### src/rtl/mem_arbiter.sv
// mem_arbiter
//   Shares the single main-memory port between the I-cache and D-cache.
//   Round-robin between the two requesters, one transaction in flight at a
//   time, request fields captured at grant. A watchdog ends a transaction
//   that memory never acknowledges and flags it with an error.
//
// Ports
//   clk, reset              clock, synchronous active-low reset
//   ic_addr/en/we/di        I-cache request (en held until ic_ack)
//   ic_do/ack/err           I-cache completion: data, 1-cycle pulse, timeout flag
//   dc_addr/en/we/di        D-cache request (en held until dc_ack)
//   dc_do/ack/err           D-cache completion: data, 1-cycle pulse, timeout flag
//   mem_addr/en/we/di       main-memory request, held stable while busy
//   mem_ack, mem_do         main-memory completion and read data
module mem_arbiter #(
  parameter int TIMEOUT = 64,
  parameter int CNT_W   = 7
) (
  input  logic        clk,
  input  logic        reset,
  input  logic [15:0] ic_addr,
  input  logic        ic_en,
  input  logic        ic_we,
  input  logic [31:0] ic_di,
  output logic [31:0] ic_do,
  output logic        ic_ack,
  output logic        ic_err,
  input  logic [15:0] dc_addr,
  input  logic        dc_en,
  input  logic        dc_we,
  input  logic [31:0] dc_di,
  output logic [31:0] dc_do,
  output logic        dc_ack,
  output logic        dc_err,
  output logic [15:0] mem_addr,
  output logic        mem_en,
  output logic        mem_we,
  output logic [31:0] mem_di,
  input  logic        mem_ack,
  input  logic [31:0] mem_do
);

  typedef enum logic [1:0] {IDLE, BUSY, DONE} state_t;

  localparam logic [CNT_W-1:0] WD_LAST = CNT_W'(TIMEOUT - 1);

  state_t           state;
  // Last winner; also identifies the requester that owns the transaction
  // in flight, since it is updated at grant.
  logic             last_dc;
  logic [CNT_W-1:0] watchdog;

  logic grant_ic;
  logic grant_dc;

  // On a tie the requester that did not win last time gets the port.
  always_comb begin
    grant_ic = 1'b0;
    grant_dc = 1'b0;
    if (ic_en && (!dc_en || last_dc))
      grant_ic = 1'b1;
    else if (dc_en)
      grant_dc = 1'b1;
  end

  always_ff @(posedge clk) begin
    if (!reset) begin
      state    <= IDLE;
      last_dc  <= 1'b1;
      watchdog <= '0;
      mem_addr <= '0;
      mem_en   <= 1'b0;
      mem_we   <= 1'b0;
      mem_di   <= '0;
      ic_do    <= '0;
      ic_ack   <= 1'b0;
      ic_err   <= 1'b0;
      dc_do    <= '0;
      dc_ack   <= 1'b0;
      dc_err   <= 1'b0;
    end else begin
      case (state)
        IDLE: begin
          if (grant_ic) begin
            mem_addr <= ic_addr;
            mem_we   <= ic_we;
            mem_di   <= ic_di;
            mem_en   <= 1'b1;
            watchdog <= '0;
            last_dc  <= 1'b0;
            state    <= BUSY;
          end else if (grant_dc) begin
            mem_addr <= dc_addr;
            mem_we   <= dc_we;
            mem_di   <= dc_di;
            mem_en   <= 1'b1;
            watchdog <= '0;
            last_dc  <= 1'b1;
            state    <= BUSY;
          end
        end

        BUSY: begin
          // A real acknowledge wins over a coincident timeout.
          if (mem_ack) begin
            mem_en <= 1'b0;
            mem_we <= 1'b0;
            if (last_dc) begin
              dc_do  <= mem_do;
              dc_ack <= 1'b1;
              dc_err <= 1'b0;
            end else begin
              ic_do  <= mem_do;
              ic_ack <= 1'b1;
              ic_err <= 1'b0;
            end
            state <= DONE;
          end else if (watchdog == WD_LAST) begin
            mem_en <= 1'b0;
            if (last_dc) begin
              dc_do  <= '0;
              dc_ack <= 1'b1;
              dc_err <= 1'b1;
            end else begin
              ic_do  <= '0;
              ic_ack <= 1'b1;
              ic_err <= 1'b1;
            end
            state <= DONE;
          end else begin
            watchdog <= watchdog + 1'b1;
          end
        end

        DONE: begin
          // One-cycle buffer so the finished requester's en, still high in
          // this cycle, is never mistaken for a new request.
          ic_ack <= 1'b0;
          ic_err <= 1'b0;
          dc_ack <= 1'b0;
          dc_err <= 1'b0;
          state  <= IDLE;
        end

        default: state <= IDLE;
      endcase
    end
  end

endmodule

### config.mk
export PLATFORM = sky130hd
export DESIGN_NAME = mem_arbiter
export DESIGN_NICKNAME = d
export VERILOG_FILES = /design/src/rtl/mem_arbiter.sv
export SDC_FILE = /design/constraint.sdc
export NUM_CORES = 1
export LEC_CHECK = 0
export ABC_CLOCK_PERIOD_IN_PS = 1940
export CAP_MARGIN = 15
export CORE_MARGIN = 2
export CORE_UTILIZATION = 36
export CTS_CLUSTER_DIAMETER = 150
export DETAILED_ROUTE_END_ITERATION = 8
export PLACE_DENSITY = 0.76
export SLEW_MARGIN = 5
export SYNTH_ARGS = -nofsm -noshare
export SYNTH_HDL_FRONTEND = slang
export SYNTH_SLANG_ARGS = --single-unit
### constraint.sdc
create_clock -name clk -period 1.94 [get_ports clk]
set_input_delay 0.194 -clock clk [delete_from_list [all_inputs] [get_ports clk]]
set_output_delay 0.194 -clock clk [all_outputs]
set_load 0.05 [all_outputs]
After elaboration in Yosys (flattened, before gate mapping) --
Index checks and enable logic that the tools add are counted.
Cells by class: add/subtract/negate cells 1, reductions and logical operators 18, equal/unequal tests 10, muxes and demuxes 53, bitwise gates (word level) 1
Operators by type and width (number):
- 32-bit 2-to-1 mux | 10
- 16-bit 2-to-1 mux | 2
- 7-bit 2-to-1 mux | 4
- 1-bit 2-to-1 mux | 25
- 3-bit AND reduction | 6
- 7-bit case mux with 2 select lines | 1
- 1-bit case mux with 2 select lines | 6
- 2-bit != test (second input constant) | 5
- 2-bit 2-to-1 mux | 4
- 2-bit nonzero test | 4
- 7-bit by 1-bit adder with 7-bit output (second input constant) | 1
- 7-bit by 6-bit equality test with 1-bit output (second input constant) | 1
- 3-bit != test (second input constant) | 2
- 2-bit AND reduction | 3
- 2-bit case mux with 2 select lines | 1
- 4-bit AND reduction | 1
- 2-bit by 1-bit equality test with 1-bit output (second input constant) | 1
- 2-bit equality test (second input constant) | 1
- 2-bit logical NOT | 1
- 1-bit logical AND | 1
- 1-bit logical NOT | 1
- 1-bit logical OR | 1
- 1-bit NOT | 1
Word-level totals: output and inout port bits 118, register bits 128, word-level logic and storage cells 96

Longest topological paths before layout --
Gate-level depths: netlist of the first run.
depth in word-level cells 7, depth in mapped cells 8, gate-level depth less buffers 6

Least setup slack after synthesis of the first run --
Ideal clock, no wire load.
kind register to register, from reg state[0], to reg watchdog[3], slack 0.110 ns, clock period less this slack 1.830 ns, path buffers 1, arrival time 1.756 ns, library setup time 0.074 ns, stages on the path, launching flop included 8, cells stage by stage dfxtp_1 -> inv_1 -> ha_1 -> nor3b_1 -> or2_1 -> buf_6 -> or4_1 -> a31oi_1
On the way: word-level cells in the longest chain between the ends 3
RTL lines:
- start: declaration | line 47 | state_t state;
- start signal: assignment | line 68 | state <= IDLE;
- start signal: assignment | line 91 | state <= BUSY;
- start signal: assignment | line 99 | state <= BUSY;
- 2-bit by 1-bit equality test with 1-bit output / 2-bit logical NOT (equally long branches) | line 82 | case (state)
- 2-bit != test (no line), or another cell as far along
- 4-bit AND reduction (no line)
- end signal: assignment | line 131 | watchdog <= watchdog + 1'b1;
- end: declaration | line 51 | logic [CNT_W-1:0] watchdog;
Several ways; a longest one is shown, not always the timed one. A chain may end at the register's enable or synchronous reset.

Worst setup path after layout of the first run --
from reg watchdog[1], to reg watchdog[0]
On the way: word-level cells in the longest chain between the ends 3
RTL lines:
- 7-bit by 6-bit equality test with 1-bit output | line 118 | end else if (watchdog == WD_LAST) begin
- 2-bit != test (no line)
- 4-bit AND reduction (no line)
No other way between the ends.

==> impl_metrics.tcl, run 1 <==
set metrics [dict create \
    worst_slew_pin_slew_ns 0.6620 \
    reg2reg_slack_ns 0.10 \
    avgSynthCellArea_um2 9.362 \
    postCtsHoldBufs 0 \
    cts_tree "done" \
    drv_cap 0 \
    drt_drc_violations_left 0 \
    r2r_start "watchdog[1]" \
    rr_endpoint "watchdog[0]" \
    syn_inst 545 \
    tns_ns 0 \
    clk_latency_ns 0.42 \
    min_from "ic_en" \
    crit_required_ns 2.27 \
    ys.flop_type "dfxtp_1" \
    r2r_cells 5 \
    rsz0062_at_grt "no" \
    postCtsSetupBuffers 0 \
    portBuffers 252 \
    cts.path.max_buffers 2 \
    place_inst 938 \
    fp.dieH_um 123.1 \
    diodes 0 \
    antenna_found_initial 0 \
    synth_compound_area_share_pct 26.16 \
    cts_buffers 17 \
    first_pass_iters 5 \
    fin_cells 970 \
    drt-vias-per-instance 5.490 \
    wire_per_inst_um 16.70 \
    outcome "complete, no violations" \
    skew_ns 0.01025 \
    hold_class "in2reg" \
    fmax_ghz 0.5441 \
    synth_edf_count 0 \
    drtIter0Drc 340 \
    clock-sinks 128 \
    netlist_area_um2 5102 \
    wl_um 16200 \
    initial_core_util_pct 36.76 \
    grt_pass1_wl_um 24650 \
    grt_usage_pct 20.93 \
    syn_to_final_growth_pct 66.55 \
    whs_ns 0.1660 \
    synth_simple_gate_area_share_pct 16.97 \
    overflow 0 \
    synth_xor_area_share_pct 0 \
    arrival_ns 2.17 \
    core_um2 13880 \
    period_needed_ns 1.838 \
    die_area_um2 15140 \
    dp_hpwl_um 11470 \
    p_per_area_nw_per_um2 1052 \
    async_flop_share_pct 0 \
    grt_pass1_vias 5032 \
    vias 5325 \
    setup_violations 0 \
    synth.mux.area_fraction_pct 0 \
    min_to "last_dc" \
    holdPathStages 3 \
    criticalPathCategory "reg2reg" \
    grt_max_degree 99 \
    start_kind "flip-flop" \
    synth_fa_ha_area_share_pct 1.226 \
    slew_viol_final 0 \
    ir_worst_vdd_mv 0.5661 \
    synth_top_family_by_area "compound AO/OA/AOI/OAI gates" \
    p_leak_uw 0.003094 \
    root_buffer "clkbuf_16" \
    cp-end-kind "flip-flop" \
    synth_warnings 0 \
    die_w_um 123.1 \
    gp_congestion 0.8399 \
    slew_headroom_pct 55.87 \
    cts_htree_levels 4 \
    ys_types 36 \
    ys_seq_area_share_pct 50.22 \
    ant_nets 0 \
    pin_count 253 \
    ys_ff_latch 128 \
    rows 43 \
    finalHoldViolCount 0 \
    postCtsResizedCells 0 \
    critical_path.max_fanout 6 \
    drive_gt1_share_pct 8.354 \
    nets 917 \
    finalCritPeriodShare_pct 94.73 \
    clk_pin_slew_worst_paths_ns 0.05 \
    syn_nets 685 \
]
## how the worst max path moves through the flow
stage                      startpoint  cells past startpoint  slack (ns)          end
final                     watchdog[1]                      5        0.10  watchdog[0]
after global routing         state[0]                      6        0.01  watchdog[3]
after CTS                    state[1]                      6        0.03  watchdog[3]
after detailed placement     state[1]                      6        0.07  watchdog[3]
after global placement          dc_en                      5        0.10  watchdog[3]
after floorplan              state[0]                      7        0.11  watchdog[3]
## layout by cell type, fill, tap and decap left out, types with 8 or more instances in the layout
master and n:
buf_4 12, clkdlybuf4s50_1 250, dfxtp_1 127, clkbuf_16 17, a311oi_1 49, o21ai_0 8
a32o_1 64, nand2_1 61, nor2_1 52, nand3_1 57
## cells in the mapped netlist (3+ instances only)
master    instances  area (um^2)
clkbuf_1         42        157.7
nor2b_1           4        25.02
buf_2            14        70.07
nor2_1           54        202.7
inv_1             7        26.28
a21o_1            3        22.52
a311oi_1         49        429.2
or4_1             4        30.03
ha_1              5        62.56
nand2_1          61        229.0
a31oi_1           7        43.79
dfxtp_1         128         2562
nand3_1          57        285.3
nand2b_1          5        31.28
a32o_1           64        640.6
a21oi_1           8        40.04
o21ai_0           8        40.04
## area by class of cell
class / instances / area (um^2)
Timing Repair Buffer: 271 / 2743
Fill cell: 1132 / 5383
Clock buffer: 20 / 466.7
Inverter: 8 / 30.03
Clock inverter: 12 / 178.9
Sequential cell: 128 / 2564
Multi-Input combinational cell: 351 / 2291
Tap cell: 180 / 225.2
## per-layer routing
layer / global-route usage, % / wire (um)
met5: 0 / 0
met4: 7.741 / 311
met3: 8.994 / 1632
met2: 35.26 / 7735
met1: 23.53 / 6519
## flip-flops by register name, summed over array words and instances, names as in the netlist
name      flops
dc_ack        1
state         2
dc_err        1
ic_do        32
ic_ack        1
mem_addr     16
last_dc       1
dc_do        32
mem_we        1
mem_en        1
ic_err        1
mem_di       32
watchdog      7
## cell families after synthesis
| family | count (synthesis) |
|---|---|
| simple gates | 194 |
| buf+inv | 66 |
| flops | 128 |
| compound gates | 152 |
| fa+ha+maj | 5 |
## critical path: stages, from the launching register on
cell	delay [ns]
dfxtp_1	0.34
ha_1	0.23
and4_1	0.27
a21o_4	0.27
or4_1	0.48
a31oi_1	0.18
## stage by stage
stage               power [uW]  utilization [%]  setup slack, ns  instance area [um^2]
floorplan                 4554                -           0.1101                  5102
global placement          5511            56.43           0.1020                  7833
detailed placement        5557            56.43          0.07004                  7833
CTS                       9029            61.08          0.02780                  8478
global route              9299            61.22          0.01423                  8498
finish                    8943            61.22           0.1022                  8498
## where the power goes
group          leakage, uW  total, uW  switching, uW  internal (uW)
Combinational      0.00174       2490           1540            956
Sequential         0.00105       3010            137           2880
Clock             0.000309       3440           1180           2260
Total              0.00309       8940           2850           6090
Power figures use the tool's default switching activity.
==> inputs of run 2 (changes only) <==
- ABC_CLOCK_PERIOD_IN_PS: 1940 -> 2000
- CORE_MARGIN: 2 -> not set
- CORE_UTILIZATION: 36 -> 40
- PLACE_DENSITY: 0.76 -> 0.8
- clock period: 1.94 -> 2 ns (I/O delays scaled with it)
==> impl_metrics.tcl, run 2 (synthesized netlist as in run 1, its figures left out) <==
set metrics [dict create \
    outcome "complete, no violations" \
    layout_commonest_cell "clkdlybuf4s50_1" \
    period_needed_ns 1.906 \
    overflow 0 \
    tns_ns 0 \
    slew_viol_final 0 \
    fmax_ghz 0.5247 \
    drtIter0Drc 407 \
    rr_endpoint "ic_do[7]" \
    rows 40 \
    drt_drc_violations_left 0 \
    clk_pin_slew_worst_paths_ns 0.06 \
    worst_slew_pin_slew_ns 0.5884 \
    dpl_cell_area_um2 7856 \
    antenna_found_initial 0 \
    syn_to_final_growth_pct 66.60 \
    die_w_um 114.9 \
    p_per_area_nw_per_um2 1020 \
    finalCritPeriodShare_pct 95.29 \
    skew_ns 0.01486 \
    wl_um 16730 \
    post-route-util_pct 69.61 \
    whs_ns 0.2036 \
    setup_violations 0 \
    grt_usage_pct 25.18 \
    ir_worst_vdd_mv 0.4699 \
    fin_cells 959 \
    crit_required_ns 2.28 \
    cp-end-kind "flip-flop" \
    arrival_ns 2.19 \
    rsz0062_at_grt "no" \
    fp.dieH_um 114.9 \
    largestRegisters "dc_do x32, ic_do x32, mem_di x32" \
    grt_max_degree 62 \
    slew_headroom_pct 60.36 \
    grt_pass1_vias 5221 \
    r2r_cells 6 \
    final_area_um2 8501 \
    vias 5356 \
    root_buffer "clkbuf_16" \
    hold_class "in2reg" \
    dp_hpwl_um 11890 \
    finalHoldViolCount 0 \
    ant_nets 0 \
    cts.path.max_buffers 2 \
    final_cell_mix "250 x clkdlybuf4s50_1, 128 x dfxtp_1, 64 x a32o_1, 61 x nand2_1, 57 x nand3_1" \
    postCtsSetupBuffers 0 \
    start_kind "flip-flop" \
    clock-sinks 128 \
    p_leak_uw 0.003103 \
    r2r_start "watchdog[0]" \
    grt_pass1_wl_um 25970 \
    endpoint "ic_do[7]" \
    diodes 0 \
    gp_congestion 0.8798 \
    nets 918 \
    cts_buffers 17 \
    drt-vias-per-instance 5.585 \
    critical_path.max_fanout 32 \
    clk_latency_ns 0.41 \
    postCtsHoldBufs 0 \
    initial_core_util_pct 41.78 \
    core_um2 12210 \
    die_area_um2 13210 \
    cts_tree "done" \
    critPathLaunch "watchdog[0]" \
    criticalPathCategory "reg2reg" \
    drive_gt1_share_pct 7.838 \
    portBuffers 252 \
    wire_per_inst_um 17.45 \
    cts_htree_levels 4 \
    fill_cells 959 \
    place_inst 927 \
    pin_count 253 \
    reg2reg_slack_ns 0.09 \
    first_pass_iters 5 \
    drv_cap 0 \
]
run 2: worst min-delay path by stage:
| stage | end | slack [ns] | startpoint | cells past startpoint |
|---|---|---|---|---|
| 2_1_floorplan | dc_do[10] | 0.35 | mem_do[10] | 1 |
| 5_1_grt | mem_addr[12] | 0.20 | ic_en | 3 |
| 3_3_place_gp | watchdog[6] | 0.43 | watchdog[6] | 2 |
| 4_1_cts | mem_addr[12] | 0.19 | ic_en | 3 |
| 3_5_place_dp | watchdog[6] | 0.44 | watchdog[6] | 2 |
| 6_report | mem_addr[12] | 0.20 | ic_en | 3 |
run 2: report_power, final:
part	internal [uW]	switching (uW)
Combinational	939	1500
Clock	2170	1140
Sequential	2790	137
run 2: routing by layer:
metal  global-route usage [%]  vias to the layer above  share of wire [%]
met4                    9.177                        0                1.9
li1                         -                     2540                  -
met5                        0                        -                  0
met2                    45.98                      270                 51
met1                    26.82                     2523                 37
met3                    8.540                       23                9.3
run 2: cell type report:
cell class,instances,area [um^2],area share [%]
Clock buffer,21,460.4,5.417
Inverter,8,30.03,0.3533
Tap cell,168,210.2,2.473
Sequential cell,128,2562,30.14
Multi-Input combinational cell,351,2283,26.86
Clock inverter,11,178.9,2.105
Timing Repair Buffer,272,2775,32.65
run 2: stage by stage:
stage	total power, uW	setup WS (ns)
after CTS	8732	0.07755
after global routing	9004	0.003079
after floorplan	4417	0.1701
after global placement	5362	0.1788
final	8668	0.09424
after detailed placement	5414	0.06413
run 2: timing repair:
| action | CTS | global route |
|---|---|---|
| resized for setup | 0 | 2 |
| endpoints found under the hold margin | 0 | 0 |
| endpoints found under the setup margin | 0 | 1 |
run 2: worst max-delay path, cell delays in order (launching register included):
cell	delay, ns
dfxtp_1	0.42
ha_1	0.24
and4_2	0.29
a21o_1	0.26
a31oi_2	0.14
buf_12	0.19
a32o_1	0.23
==> inputs of run 3 (changes only) <==
- ABC_CLOCK_PERIOD_IN_PS: 2000 -> 2400
- CORE_UTILIZATION: 40 -> 43
- PLACE_DENSITY: 0.8 -> 0.85
- clock period: 2 -> 2.4 ns (I/O delays scaled with it)
==> impl_metrics.tcl, run 3 (synthesized netlist as in run 1, its figures left out) <==
set metrics [dict create \
    core_um2 11470 \
    pin_count 253 \
    r2r_cells 6 \
    antenna_found_initial 0 \
    setup_violations 0 \
    wire_per_inst_um 17.89 \
    grt_pass1_wl_um 26740 \
    slew_viol_final 0 \
    final_cell_mix "250 x clkdlybuf4s50_1, 128 x dfxtp_1, 64 x a32o_1, 61 x nand2_1, 57 x nand3_1" \
    post-route-util_pct 72.29 \
    fmax_ghz 0.5028 \
    vias 5414 \
    die_area_um2 12310 \
    cts_tree "done" \
    arrival_ns 2.33 \
    drtIter0Drc 465 \
    period_needed_ns 1.989 \
    initial_core_util_pct 44.50 \
    fp.dieH_um 110.9 \
    cts.path.max_buffers 2 \
    cts_buffers 17 \
    wl_um 16610 \
    tns_ns 0 \
    critical_path.max_fanout 9 \
    finalCritPeriodShare_pct 82.86 \
    slew_headroom_pct 54.34 \
    drt_drc_violations_left 0 \
    dp_hpwl_um 11580 \
    postCtsSetupBuffers 0 \
    clk_latency_ns 0.41 \
    largestRegisters "dc_do x32, ic_do x32, mem_di x32" \
    grt_usage_pct 27.20 \
    hold_class "in2reg" \
    rr_endpoint "watchdog[3]" \
    criticalPathCategory "reg2reg" \
    overflow 0 \
    postCtsHoldBufs 0 \
    outcome "complete, no violations" \
    grt_pass1_vias 5285 \
    crit_required_ns 2.74 \
    clock-sinks 128 \
    endpoint "watchdog[3]" \
    rsz0062_at_grt "no" \
    drive_gt1_share_pct 7.134 \
    worst_slew_pin_slew_ns 0.6850 \
    diodes 0 \
    die_w_um 110.9 \
    skew_ns 0.007583 \
    root_buffer "clkbuf_16" \
    rows 39 \
    critPathLaunch "state[0]" \
    gp_congestion 0.8083 \
    first_pass_iters 5 \
    clk_pin_slew_worst_paths_ns 0.06 \
    cts_htree_levels 4 \
    layout_commonest_cell "clkdlybuf4s50_1" \
    ant_nets 0 \
    portBuffers 252 \
    p_leak_uw 0.003025 \
    postCtsResizedCells 0 \
    drv_cap 0 \
    ir_worst_vdd_mv 0.4844 \
    syn_to_final_growth_pct 62.46 \
    reg2reg_slack_ns 0.41 \
    total_power_uw 6968 \
    cp-end-kind "flip-flop" \
    grt_max_degree 69 \
    whs_ns 0.1837 \
    nets 912 \
    start_kind "flip-flop" \
    drt-vias-per-instance 5.834 \
    p_per_area_nw_per_um2 840.6 \
    r2r_start "state[0]" \
    finalHoldViolCount 0 \
]
==> run 3: critical path, stage by stage (launching register included) <==
cell and delay [ns]:
dfxtp_1 0.33, inv_1 0.09, ha_1 0.29, nor3b_1 0.20, or2_1 0.35, or4_1 0.49, a31oi_1 0.16
==> run 3: cell type report <==
type	instances	area [um^2]
well taps	143	178.9
repair buffers	266	2655
flip-flops and latches	128	2562
fillers	825	3178
clock buffers	17	425.4
multi-input cells	351	2278
clock inverters	15	158.9
inverters	8	30.03
==> run 3: power by group <==
group          internal [uW]  switching [uW]  total [uW]
Clock                   1540             997        2540
Combinational            750            1240        1990
Sequential              2320             114        2440
==> run 3: metal layers <==
layer | GRT usage [%] | wire length [um] | vias up
li1 | - | - | 2531
met1 | 30.10 | 6332 | 2577
met2 | 46.75 | 8304 | 263
met3 | 8.639 | 1374 | 43
met4 | 13.78 | 595 | 0
met5 | 0 | 0 | -
==> run 3: through the flow <==
stage,instances,setup slack (ns),cell area [um^2]
6_report,928,0.4113,8289
5_1_grt,928,0.2881,8289
4_1_cts,928,0.4245,8289
3_5_place_dp,896,0.3850,7705
3_3_place_gp,896,0.4029,7705
2_1_floorplan,545,0.5701,5102
==> run 3: worst min path at each step <==
stage               slack (ns)   startpoint  cells past startpoint     endpoint
finish                    0.18        ic_en                      3    mem_di[2]
global route              0.19        ic_en                      3    mem_di[2]
CTS                       0.17        ic_en                      3    mem_di[2]
detailed placement        0.45  watchdog[6]                      2  watchdog[6]
global placement          0.45     dc_do[8]                      1     dc_do[8]
floorplan                 0.39   mem_do[10]                      1    dc_do[10]
